<file path="src/rtl/life_step_sequencer.sv">
// Game of Life generation controller: scans the grid one cell per clock through a single
// neighbour popcount into a shadow buffer, then commits it. Define LIFE_WRAP_EN for toroidal edges.
module life_step_sequencer #(
   parameter int WIDTH  = 8,
   parameter int HEIGHT = 8
) (
   input  logic                      CLK,
   input  logic                      RST,
   input  logic                      LOAD,
   input  logic [WIDTH*HEIGHT-1:0]   LOAD_DATA,
   input  logic                      START,
   output logic [WIDTH*HEIGHT-1:0]   GRID,
   output logic                      BUSY,
   output logic                      DONE,
   output logic [15:0]               GENERATION
);

   localparam int CELLS = WIDTH * HEIGHT;
   localparam int IDX_W = $clog2(CELLS);
   localparam int ROW_W = $clog2(HEIGHT);
   localparam int COL_W = $clog2(WIDTH);

   typedef enum logic [1:0] {IDLE, SCAN, COMMIT} state_t;

   state_t             state;
   state_t             state_next;
   logic [ROW_W-1:0]   row;
   logic [COL_W-1:0]   col;
   logic [CELLS-1:0]   next_buf;
   logic [IDX_W-1:0]   cur_idx;
   logic [7:0]         nbr;
   logic [3:0]         count;
   logic               alive;
   logic               next_bit;
   logic               last_cell;

   assign cur_idx   = IDX_W'(int'(row) * WIDTH + int'(col));
   assign alive     = GRID[cur_idx];
   assign last_cell = (row == ROW_W'(HEIGHT - 1)) && (col == COL_W'(WIDTH - 1));

   // Neighbour mux: gather the eight cells around (row,col); off-grid handling depends on the edge mode.
   always_comb begin
      nbr = '0;
      for (int dr = -1; dr <= 1; dr++) begin
         for (int dc = -1; dc <= 1; dc++) begin
            int   nr;
            int   nc;
            int   slot;
            logic on_grid;
            nr   = int'(row) + dr;
            nc   = int'(col) + dc;
            slot = (dr + 1) * 3 + (dc + 1);
            if (slot > 4) begin
               slot = slot - 1;
            end
`ifdef LIFE_WRAP_EN
            if (nr < 0) begin
               nr = HEIGHT - 1;
            end else if (nr >= HEIGHT) begin
               nr = 0;
            end
            if (nc < 0) begin
               nc = WIDTH - 1;
            end else if (nc >= WIDTH) begin
               nc = 0;
            end
            on_grid = 1'b1;
`else
            on_grid = (nr >= 0) && (nr < HEIGHT) && (nc >= 0) && (nc < WIDTH);
`endif
            if (!(dr == 0 && dc == 0) && on_grid) begin
               nbr[3'(slot)] = GRID[IDX_W'(nr * WIDTH + nc)];
            end
         end
      end
   end

   assign count    = 4'($countones(nbr));
   assign next_bit = (count == 4'd3) | (alive & (count == 4'd2));

   always_ff @(posedge CLK) begin
      if (RST) begin
         state <= IDLE;
      end else begin
         state <= state_next;
      end
   end

   // LOAD wins over START in IDLE; both are ignored once a step is underway.
   always_comb begin
      state_next = state;
      case (state)
         IDLE: begin
            if (!LOAD && START) begin
               state_next = SCAN;
            end
         end
         SCAN: begin
            if (last_cell) begin
               state_next = COMMIT;
            end
         end
         COMMIT: begin
            state_next = IDLE;
         end
         default: begin
            state_next = IDLE;
         end
      endcase
   end

   always_ff @(posedge CLK) begin
      if (RST) begin
         row        <= '0;
         col        <= '0;
         next_buf   <= '0;
         GRID       <= '0;
         GENERATION <= '0;
         BUSY       <= 1'b0;
         DONE       <= 1'b0;
      end else begin
         DONE <= 1'b0;
         case (state)
            IDLE: begin
               if (LOAD) begin
                  GRID       <= LOAD_DATA;
                  GENERATION <= '0;
               end else if (START) begin
                  row  <= '0;
                  col  <= '0;
                  BUSY <= 1'b1;
               end
            end
            SCAN: begin
               next_buf[cur_idx] <= next_bit;
               if (col == COL_W'(WIDTH - 1)) begin
                  col <= '0;
                  row <= row + 1'b1;
               end else begin
                  col <= col + 1'b1;
               end
            end
            COMMIT: begin
               GRID       <= next_buf;
               GENERATION <= GENERATION + 16'd1;
               DONE       <= 1'b1;
               BUSY       <= 1'b0;
            end
            default: begin
               BUSY <= 1'b0;
            end
         endcase
      end
   end

endmodule

</file>
<file path="config.mk">
export PLATFORM = sky130hd
export DESIGN_NAME = life_step_sequencer
export DESIGN_NICKNAME = d
export VERILOG_FILES = /design/src/rtl/life_step_sequencer.sv
export SDC_FILE = /design/constraint.sdc
export NUM_CORES = 1
export LEC_CHECK = 0
export ABC_AREA = 1
export ABC_CLOCK_PERIOD_IN_PS = 4750
export CAP_MARGIN = 40
export CORE_MARGIN = 2
export CORE_UTILIZATION = 40
export CTS_CLUSTER_SIZE = 14
export DETAILED_ROUTE_END_ITERATION = 8
export PLACE_DENSITY_LB_ADDON = 0.3
export SLEW_MARGIN = 25
export SYNTH_ARGS = -nofsm -noshare
export SYNTH_HDL_FRONTEND = slang
export SYNTH_SLANG_ARGS = --single-unit
export TNS_END_PERCENT = 10
</file>
<file path="constraint.sdc">
create_clock -name CLK -period 4.75 [get_ports CLK]
set_clock_uncertainty 0.15 [all_clocks]
set_input_delay 1.1875 -clock CLK [delete_from_list [all_inputs] [get_ports CLK]]
set_output_delay 1.1875 -clock CLK [all_outputs]
set_load 0.005 [all_outputs]
</file>
* Word level (Yosys, flattened, before mapping)
Cells that the tools add are included.
Storage, ports and cells: memory bits (read-only) 0, memories kept 0, latch bits 0, bits in writable memories 0, bits in registers 154, output and inout port bits 82, bits of input ports 68, logic and storage cells 113
Cells by class: multiply operators 0, reductions and logical operators 22, divide/modulo/power cells 0, shift-type cells 0, bitwise operators 3, multiplexer cells 38, eq/ne operators 12, $lt $le $gt $ge 16, $add $sub $neg 14
Operators with widths (count):
- $pmux 64 s2 | 1
- $bwmux 64 | 1
- $mux 64 | 1
- $lt 6x8->1 const B | 4
- $pmux 16 s2 | 1
- $bmux 1 s6 | 5
- $mux 1 | 17
- $add 16x1->16 const B | 1
- $mux 16 | 1
- $logic_and 1x1->1 | 13
- $add 6x5->6 | 2
- $mux 3 | 4
- $ne 2x2->1 const B | 6
- $pmux 3 s2 | 2
- $add 4x1->5 const B | 2
- $ge 5x1->1 const B | 2
- $lt 5x5->1 const B | 2
- $lt 3x4->1 const B | 2
- $lt 6x7->1 const B | 1
- $add 3x1->3 const B | 2
- $add 6x3->6 | 1
- $add 6x4->6 | 1
- $add 6x6->6 | 1
- $demux 1 s6 | 1
- other kinds (23) | 31

* Logic depth before layout (Yosys ltp)
Gate-level depths: netlist (run 1).
depth in word-level cells 12, mapped depth 24

* Worst setup path after synthesis (run 1)
No wires, ideal clock.
path kind reg2reg, from register col[0], to register next_buf[63], clock period less this slack 3937 ps, required time 4534 ps, library setup time 66 ps, arrival 3721 ps, path slack 813 ps, buffers on the path 4, cell stages (with the launch flop) 22, cell sequence dfxtp_1 buf_6 inv_4 buf_4 buf_2 ha_1 ha_1 fa_1 xor2_1 xor2_1 inv_1 nand2_1 nor2_1 nor2_1 fa_1 ha_1 ha_1 inv_1 nor2_1 nand2_4 buf_6 a21oi_2
Between the ends: cells in the longest elaborated chain, start to end 12
RTL lines:
- start, declared | RTL line 28 | logic [COL_W-1:0] col;
- start signal, assigned | RTL line 140 | col <= col + 1'b1;
- $add 4x1->5 or $add 3x1->4 (tied branches)
- $add 6x5->6 or $add 6x6->6 (tied branches) | RTL line 72 | nbr[3'(slot)] = GRID[IDX_W'(nr * WIDTH + nc)];
- $bmux 1 s6 | RTL line 72
- $mux 1 (not written as such) (2 in series) | RTL line 72
- $mux 1 | RTL line 71 | if (!(dr == 0 && dc == 0) && on_grid) begin
- $add 1x1->2 (not written as such) | RTL line 78 | assign count = 4'($countones(nbr));
- $add 2x2->3 (not written as such) | RTL line 78
- $eq 3x2->1 | RTL line 79 | assign next_bit = (count == 4'd3) | (alive & (count == 4'd2));
- $and 1x1->1 | RTL line 79
- $or 1x1->1 | RTL line 79
- $bwmux 64 * | RTL line 135 | next_buf[cur_idx] <= next_bit;
- end signal, assigned by index | RTL line 135
- end, declared | RTL line 29 | logic [CELLS-1:0] next_buf;
Every way passes the cells marked *; elsewhere a longest branch is shown, timed or not. The select of a mux whose other input is x is not followed. A chain may end at the register's enable or synchronous reset.

* Final worst setup path (run 1)
from register col[1], to register next_buf[1]
Same word-level chain as after synthesis.

==> impl_results.md, run 1 <==
- Outcome: completed
- Net Switching: 0.9645 mW
- Nature of the critical path endpoint: flop
- Clock tree root buffer cell: sky130_fd_sc_hd__clkbuf_16
- Reg2Reg Depth: 20
- Initial Util: 40.75%
- Post-detailed-placement half-perimeter wirelength: 19960 um
- CTS hold repair buffers: 0
- Register area share after synthesis: 35.99%
- Number of instances resized during post-cts repair: 0
- Number of DRC markers after the initial detailed-route iteration: 819
- Average via count per standard cell: 5.405
- Area added between synthesis and finish: 26.16%
- Maxcap violations: 0
- Cell-internal power: 2.486 mW
- DRT antenna net count: 0
- Number of CTS-inserted buffers: 17
- Aggregate routed wire length: 28670 um
- Synth Net Count: 1331
- GRT Util Overall: 25.83%
- Fmax: 0.2343 GHz
- Number of standard cells in the final layout excluding fillers: 1646
- Reg-to-reg critical path endpoint: next_buf[1]
- Share of total power in sequential cells: 40.3%
- Initial antenna violation count: 0
- Share of the core filled with cells in the final layout: 51.41%
- Combinational family with the most area after synthesis: simple AND/OR/NAND/NOR gates
- Worst slew margin relative to its limit: 43.44%
- Proportion of layout cells with a drive suffix above 1: 9.701%
- DP Worst Slack: 495.1 ps
- Count of state elements after synthesis: 154
- Max-slew violations: 0
- Hold wc startpoint: next_buf[56]
- Total negative setup slack: 0 ps
- Worst skew pair latency: 430 ps
- Number of synthesized flops with an enable pin: 0
- Remaining routing DRC violations: 0
- Maximum number of pins on one net before global-route repair: 110
- Buffers on Ports: 149
- Worst-Margin Slew: 846.0 ps
- CTS H-Tree Depth: 4
- Clock-pin slew on the worst setup and hold paths: 60 ps
- Router iterations before antenna repair: 7
- Minimum period implied by the final worst setup slack: 4267 ps
- Buffers inserted during post-CTS setup optimization: 0
- Gp weighted congestion: 0.9512
- Yosys top cell area share: 35.99%
- Net switching share of the total power: 27.96%
- Synthesized-area fraction occupied by ao, oa, aoi and oai cells: 23.63%
- Most area-consuming cells after synthesis: sky130_fd_sc_hd__dfxtp_1 (36%), sky130_fd_sc_hd__nand2_1 (14%), sky130_fd_sc_hd__o21ai_0 (6.8%)
- Hold Crit Depth: 2
- Fraction of power consumed by the clock network: 41.9%
- Via count of the first global-routing pass: 8538
- Power per Cell Area: 319.3 nW/um^2
- Avg Cell Area, Syn: 6.869 um^2
- Worst Path Required: 4900 ps
- Syn Inst Count: 1247
- Die span in y: 150.3 um
- Top_reg_cell synth: sky130_fd_sc_hd__dfxtp_1
- Worst r2r src: col[1]
- Share of async-settable or async-resettable flops after synthesis: 0%
- Class of the most critical hold timing path: flop to flop
- Number of antenna diodes: 0
- Critical Setup Path Class: flop to flop
- Core footprint: 21020 um^2
- Number of nets in the final layout: 1443
- Number of instances in the placed design: 1615
- I/O pin count: 150
- CP arrival: 4420 ps
- CTS Sinks: 154
- Multiplexer share of the synthesized area: 0%
- Overflow after GRT: 0
- Setup violators final: 0
- Global-route wire length before repair: 45630 um
- Final count of hold timing violations: 0
- Post-synthesis simple-gate area fraction: 28.97%
- Peak supply drop: 0.2454 mV
- Synthesized cell area: 8566 um^2
- Maximum clock path buffer count: 2
- Combinational group share of total power: 17.8%
- Endpoint, Worst Hold: GRID[56]
- Leakage component of the power: 4.186 nW
- Horizontal die dimension: 150.3 um
- Count of vias placed by the detailed router: 8897
- CTS tree: done
- Synthesized-area fraction occupied by adder cells: 2.600%
- Number of warnings reported in the yosys synthesis log: 0
- Count of different cell masters after synthesis: 44
- Type of origin of the critical path: flop
- Share of the clock period used by the worst path after layout: 89.84%
- Setup slack, reg-to-reg: 480 ps
- Finished layout cell area: 10810 um^2
- Row Count: 53
- Slack of the critical path: 482.7 ps
- Area after DPL: 10190 um^2
- Overall die area: 22600 um^2
- Cell type with the largest total area after synthesis: sky130_fd_sc_hd__dfxtp_1
- Crit-path max FO: 64
- XOR/XNOR share of the synthesized area: 0.5112%
- Per-cell routed wire length: 17.42 um
- Setup repair after global routing missed its margin: no
[power groups by stage]
stage / Combinational, mW / Sequential [mW] / Clock, mW
finish: 0.613 / 1.39 / 1.45
global route: 0.684 / 1.40 / 1.52
CTS: 0.613 / 1.39 / 1.46
detailed placement: 0.610 / 1.42 / 0
global placement: 0.611 / 1.42 / 0
floorplan: 0.365 / 1.40 / 0
[registers in the layout (all words and copies together), names as in the netlist]
signal      flops
state           2
DONE            1
GRID           64
BUSY            1
col             3
GENERATION     16
row             3
next_buf       64
[kinds of logic (layout without fill, tap and decap cells)]
| logic type | count (synthesis) | after routing |
|---|---|---|
| XOR/XNOR | 5 | 5 |
| buffers and inverters | 161 | 285 |
| AND/OR/NAND/NOR | 605 | 605 |
| AO/OA/AOI/OAI | 306 | 306 |
| flip-flops | 154 | 154 |
| adder cells (fa/ha/maj) | 16 | 16 |
[cell usage after synthesis (2+ instances only)]
cell type                  instances
sky130_fd_sc_hd__o21bai_1          2
sky130_fd_sc_hd__o21ai_0         116
sky130_fd_sc_hd__nand3_1          81
sky130_fd_sc_hd__buf_6             9
sky130_fd_sc_hd__dfxtp_1         154
sky130_fd_sc_hd__clkbuf_1         44
sky130_fd_sc_hd__a22oi_1           6
sky130_fd_sc_hd__a21oi_2          60
sky130_fd_sc_hd__clkinv_1          2
sky130_fd_sc_hd__nor2_2            4
sky130_fd_sc_hd__fa_1              3
sky130_fd_sc_hd__nand4_1           4
sky130_fd_sc_hd__nor3_1           15
sky130_fd_sc_hd__ha_1             13
sky130_fd_sc_hd__nor2_1          154
sky130_fd_sc_hd__and2_1            2
sky130_fd_sc_hd__a211oi_1         22
sky130_fd_sc_hd__o21ai_1           5
sky130_fd_sc_hd__a31oi_1          20
sky130_fd_sc_hd__a221oi_1          6
sky130_fd_sc_hd__inv_1            82
sky130_fd_sc_hd__inv_2             3
sky130_fd_sc_hd__nand2_1         327
sky130_fd_sc_hd__a21oi_1          21
sky130_fd_sc_hd__buf_4             5
sky130_fd_sc_hd__xor2_1            2
sky130_fd_sc_hd__xnor2_1           3
sky130_fd_sc_hd__o221ai_1         18
sky130_fd_sc_hd__buf_2            14
sky130_fd_sc_hd__o211ai_1         26
sky130_fd_sc_hd__or2_2             9
sky130_fd_sc_hd__nor4_1            2
sky130_fd_sc_hd__nor2_4            2
[layout by cell type, fill, tap and decap left out, types with 3 or more instances in the layout]
| master | instances |
|---|---|
| sky130_fd_sc_hd__o221ai_1 | 18 |
| sky130_fd_sc_hd__a221oi_1 | 6 |
| sky130_fd_sc_hd__clkinv_2 | 3 |
| sky130_fd_sc_hd__a21oi_1 | 21 |
| sky130_fd_sc_hd__buf_4 | 15 |
| sky130_fd_sc_hd__a211oi_1 | 22 |
| sky130_fd_sc_hd__fa_1 | 3 |
| sky130_fd_sc_hd__clkdlybuf4s50_1 | 149 |
| sky130_fd_sc_hd__xnor2_1 | 3 |
| sky130_fd_sc_hd__or2_2 | 9 |
| sky130_fd_sc_hd__clkbuf_8 | 4 |
| sky130_fd_sc_hd__a31oi_1 | 20 |
| sky130_fd_sc_hd__ha_1 | 13 |
| sky130_fd_sc_hd__nor2_1 | 153 |
| sky130_fd_sc_hd__inv_2 | 4 |
| sky130_fd_sc_hd__nor2_4 | 3 |
| sky130_fd_sc_hd__a21oi_2 | 60 |
| sky130_fd_sc_hd__inv_1 | 81 |
| sky130_fd_sc_hd__nand2_1 | 326 |
| sky130_fd_sc_hd__nor2_2 | 4 |
| sky130_fd_sc_hd__bufinv_16 | 3 |
| sky130_fd_sc_hd__o211ai_1 | 26 |
| sky130_fd_sc_hd__o21ai_0 | 116 |
| sky130_fd_sc_hd__nand3_1 | 81 |
| sky130_fd_sc_hd__o21ai_1 | 5 |
| sky130_fd_sc_hd__clkbuf_16 | 17 |
| sky130_fd_sc_hd__nand4_1 | 4 |
| sky130_fd_sc_hd__dfxtp_1 | 153 |
| sky130_fd_sc_hd__a22oi_1 | 6 |
| sky130_fd_sc_hd__nor3_1 | 15 |
[worst max-delay path, cell delays in order (launching register included)]
cell and delay (ps):
sky130_fd_sc_hd__dfxtp_1 550, sky130_fd_sc_hd__inv_2 170, sky130_fd_sc_hd__ha_1 220, sky130_fd_sc_hd__ha_1 410, sky130_fd_sc_hd__inv_1 270, sky130_fd_sc_hd__o21ai_0 130
sky130_fd_sc_hd__o21bai_1 200, sky130_fd_sc_hd__nand3_1 90, sky130_fd_sc_hd__nand2_1 50, sky130_fd_sc_hd__nor2_1 90, sky130_fd_sc_hd__nor2_1 50, sky130_fd_sc_hd__nor2_1 120
sky130_fd_sc_hd__fa_1 430, sky130_fd_sc_hd__ha_1 300, sky130_fd_sc_hd__inv_1 50, sky130_fd_sc_hd__nand3_1 70, sky130_fd_sc_hd__nor2_1 90, sky130_fd_sc_hd__nand2_1 90
sky130_fd_sc_hd__nand2_4 80, sky130_fd_sc_hd__buf_12 370, sky130_fd_sc_hd__a21oi_1 110
[worst max path at each step]
| stage | start | to | slack (ps) | depth (start not counted) |
|---|---|---|---|---|
| after CTS | row[1] | next_buf[0] | 490 | 18 |
| after global routing | col[1] | next_buf[1] | 120 | 20 |
| final | col[1] | next_buf[1] | 480 | 20 |
| after global placement | row[1] | next_buf[2] | 470 | 18 |
| after detailed placement | col[1] | next_buf[2] | 500 | 18 |
| after floorplan | col[0] | next_buf[63] | 810 | 21 |
[routing by layer]
| layer | vias to the layer above | GRT usage, % | part of all wire [%] |
|---|---|---|---|
| li1 | 4406 | - | - |
| met1 | 4143 | 36.08 | 46 |
| met2 | 313 | 40.30 | 45 |
| met3 | 35 | 5.727 | 6.7 |
| met4 | 0 | 6.745 | 1.6 |
| met5 | - | 0 | 0 |
[through the flow]
step           power [mW]  hold WS, ps
6_report            3.450        338.0
5_1_grt             3.600        367.3
4_1_cts             3.467        337.2
3_5_place_dp        2.028        327.4
3_3_place_gp        2.028        320.9
2_1_floorplan       1.766        309.9
[cell type report]
type	instances	area (um^2)
Tap cell	275	344.1
Clock buffer	21	480.5
Multi-Input combinational cell	932	4782
Sequential cell	154	3084
Inverter	88	332.8
Fill cell	2047	10210
Clock inverter	10	138.9
Timing Repair Buffer	166	1644
Power figures use the tool's default switching activity.
==> run 2, diff against run 1 <==
ABC_CLOCK_PERIOD_IN_PS = 4200   (was 4750)
HOLD_SLACK_MARGIN = 0.15   (was not set)
REMOVE_ABC_BUFFERS = 1   (was not set)
clock period = 4.2 ns   (was 4.75 ns; I/O delays follow)
==> run 2 against run 1 <==
Register-to-register slack got worse by 170 ps. Count of clock-buffer cells in the layout up 3. Global-route usage shrank 0.47 points. Cell count up 0.61%. Non-clock buffer count rose by 11. Clock power increased by 3%. First-iteration DRC count down 11%.
==> impl_results.md, run 2 (synthesis results as in run 1) <==
- Outcome: completed
- CTS H-Tree Depth: 4
- Number of DRC markers after the initial detailed-route iteration: 733
- Via count of the first global-routing pass: 8430
- Max-slew violations: 0
- Worst-Margin Slew: 841.1 ps
- CP arrival: 4100 ps
- Most common library cell in the layout ignoring fill and taps: sky130_fd_sc_hd__nand2_1
- Overflow after GRT: 0
- Hold wc startpoint: BUSY
- DP Worst Slack: 248.1 ps
- Row Count: 53
- Number of standard cells in the final layout excluding fillers: 1656
- Worst slew margin relative to its limit: 43.87%
- Area added between synthesis and finish: 26.67%
- Largest registers ranked by flip-flop count: GRID (64), next_buf (64), GENERATION (16)
- Worst Path Required: 4410 ps
- Share of the clock period used by the worst path after layout: 92.54%
- Horizontal die dimension: 150.3 um
- I/O pin count: 150
- Tightest hold margin: 324.9 ps
- Number of CTS-inserted buffers: 17
- Core footprint: 21020 um^2
- Flip-flop and latch area: 3085 um^2
- Slowest cell on the critical path: sky130_fd_sc_hd__fa_1
- Initial Util: 40.75%
- DRT antenna net count: 0
- Proportion of layout cells with a drive suffix above 1: 10.14%
- Critical Setup Path Class: flop to flop
- Initial antenna violation count: 0
- Class of the most critical hold timing path: flop to flop
- Area used by multi-input combinational logic: 4780 um^2
- Peak supply drop: 0.2839 mV
- Number of nets in the final layout: 1454
- Worst path max stage delay: 420 ps
- Minimum period implied by the final worst setup slack: 3887 ps
- Slack of the critical path: 313.2 ps
- Layout fillers: 2114
- List of cells traversed by the critical path: inv_4 -> ha_1 -> ha_1 -> fa_1 -> xor2_1 -> xor2_1 -> inv_1 -> nand2_1 -> nor2_1 -> nor2_1 -> fa_1 -> ha_1 -> ha_1 -> inv_1 -> nor2_1 -> nand2_4 -> buf_4 -> a21oi_2
- Hold Crit Depth: 2
- Buffers inserted during post-CTS setup optimization: 0
- Critical path buffers and inverters: 4
- Die span in y: 150.3 um
- Remaining routing DRC violations: 0
- Power per Cell Area: 346.6 nW/um^2
- Overall die area: 22600 um^2
- GRT Util Overall: 25.36%
- Setup violators final: 0
- Maximum clock path buffer count: 2
- Fmax: 0.2573 GHz
- Worst r2r src: col[0]
- Total design power: 3.761 mW
- Leakage component of the power: 4.213 nW
- Clock tree root buffer cell: sky130_fd_sc_hd__clkbuf_16
- Maximum number of pins on one net before global-route repair: 110
- Crit-path max FO: 16
- Aggregate routed wire length: 28330 um
- Final count of hold timing violations: 0
- CTS hold repair buffers: 0
- Count of vias placed by the detailed router: 8925
- Average via count per standard cell: 5.389
- Worst skew pair latency: 430 ps
- Global-route wire length before repair: 44740 um
- Clock-pin slew on the worst setup and hold paths: 60 ps
- Delay-heaviest family, CP: adder cells
- CTS Sinks: 154
- Number of antenna diodes: 0
- Buffers on Ports: 149
- Commonest cells after routing, fill and taps aside: sky130_fd_sc_hd__nand2_1 (327), sky130_fd_sc_hd__nor2_1 (153), sky130_fd_sc_hd__dfxtp_1 (152), sky130_fd_sc_hd__clkdlybuf4s50_1 (149), sky130_fd_sc_hd__o21ai_0 (116)
- Per-cell routed wire length: 17.11 um
- Reg-to-reg critical path endpoint: next_buf[62]
- Reg2Reg Depth: 18
- Router iterations before antenna repair: 5
- Critical path's most frequent cell: sky130_fd_sc_hd__ha_1
- CTS tree: done
- Setup repair after global routing missed its margin: no
- Post-detailed-placement half-perimeter wirelength: 19790 um
- Maxcap violations: 0
- Endpoint, Worst Hold: BUSY
- Nature of the critical path endpoint: flop
- Total negative setup slack: 0 ps
- Number of instances resized during post-cts repair: 0
- Gp weighted congestion: 0.9870
- Setup slack, reg-to-reg: 310 ps
- Type of origin of the critical path: flop
- Number of instances in the placed design: 1626
## run 2: power breakdown
group	internal [mW]	switching [mW]	total, mW	leakage (nW)
registers	1.51	0.0523	1.57	1.26
logic	0.309	0.398	0.707	2.68
clock network	0.872	0.616	1.49	0.272
total	2.69	1.07	3.76	4.21
## run 2: how the worst max path moves through the flow
stage	cells past startpoint	to	from
floorplan	17	next_buf[0]	col[0]
global placement	17	next_buf[62]	col[2]
detailed placement	17	next_buf[62]	col[2]
CTS	17	next_buf[62]	col[2]
global route	19	next_buf[54]	col[1]
finish	18	next_buf[62]	col[0]
## run 2: worst reg2reg max path: stages, from the launching register on
cell	delay [ps]
sky130_fd_sc_hd__dfxtp_2	370
sky130_fd_sc_hd__inv_4	90
sky130_fd_sc_hd__ha_1	220
sky130_fd_sc_hd__ha_1	300
sky130_fd_sc_hd__fa_1	420
sky130_fd_sc_hd__xor2_1	170
sky130_fd_sc_hd__xor2_1	210
sky130_fd_sc_hd__inv_1	60
sky130_fd_sc_hd__nand2_1	60
sky130_fd_sc_hd__nor2_1	40
sky130_fd_sc_hd__nor2_1	120
sky130_fd_sc_hd__fa_1	420
sky130_fd_sc_hd__ha_1	220
sky130_fd_sc_hd__ha_1	270
sky130_fd_sc_hd__inv_1	30
sky130_fd_sc_hd__nor2_1	170
sky130_fd_sc_hd__nand2_4	90
sky130_fd_sc_hd__buf_4	230
sky130_fd_sc_hd__a21oi_2	170
## run 2: final cells by class
type                       count  area share (%)
clock inverter                 6          0.5996
clock buffer                  24           4.532
multi-input combinational    932           44.05
inverter                      88           3.067
sequential                   154           28.44
tap                          275           3.171
timing repair buffer         177           16.14
## run 2: stage by stage
step	utilization, %	cell area (um^2)
global route	51.62	10850
CTS	51.61	10850
global placement	48.96	10290
finish	51.62	10850
floorplan	-	8188
detailed placement	48.96	10290
## run 2: layer usage
metal	track usage, %	part of all wire [%]	vias up
li1	-	-	4426
met1	34.56	45	4129
met2	40.70	46	325
met3	4.212	6.7	45
met4	8.538	2.2	0
met5	0	0	-
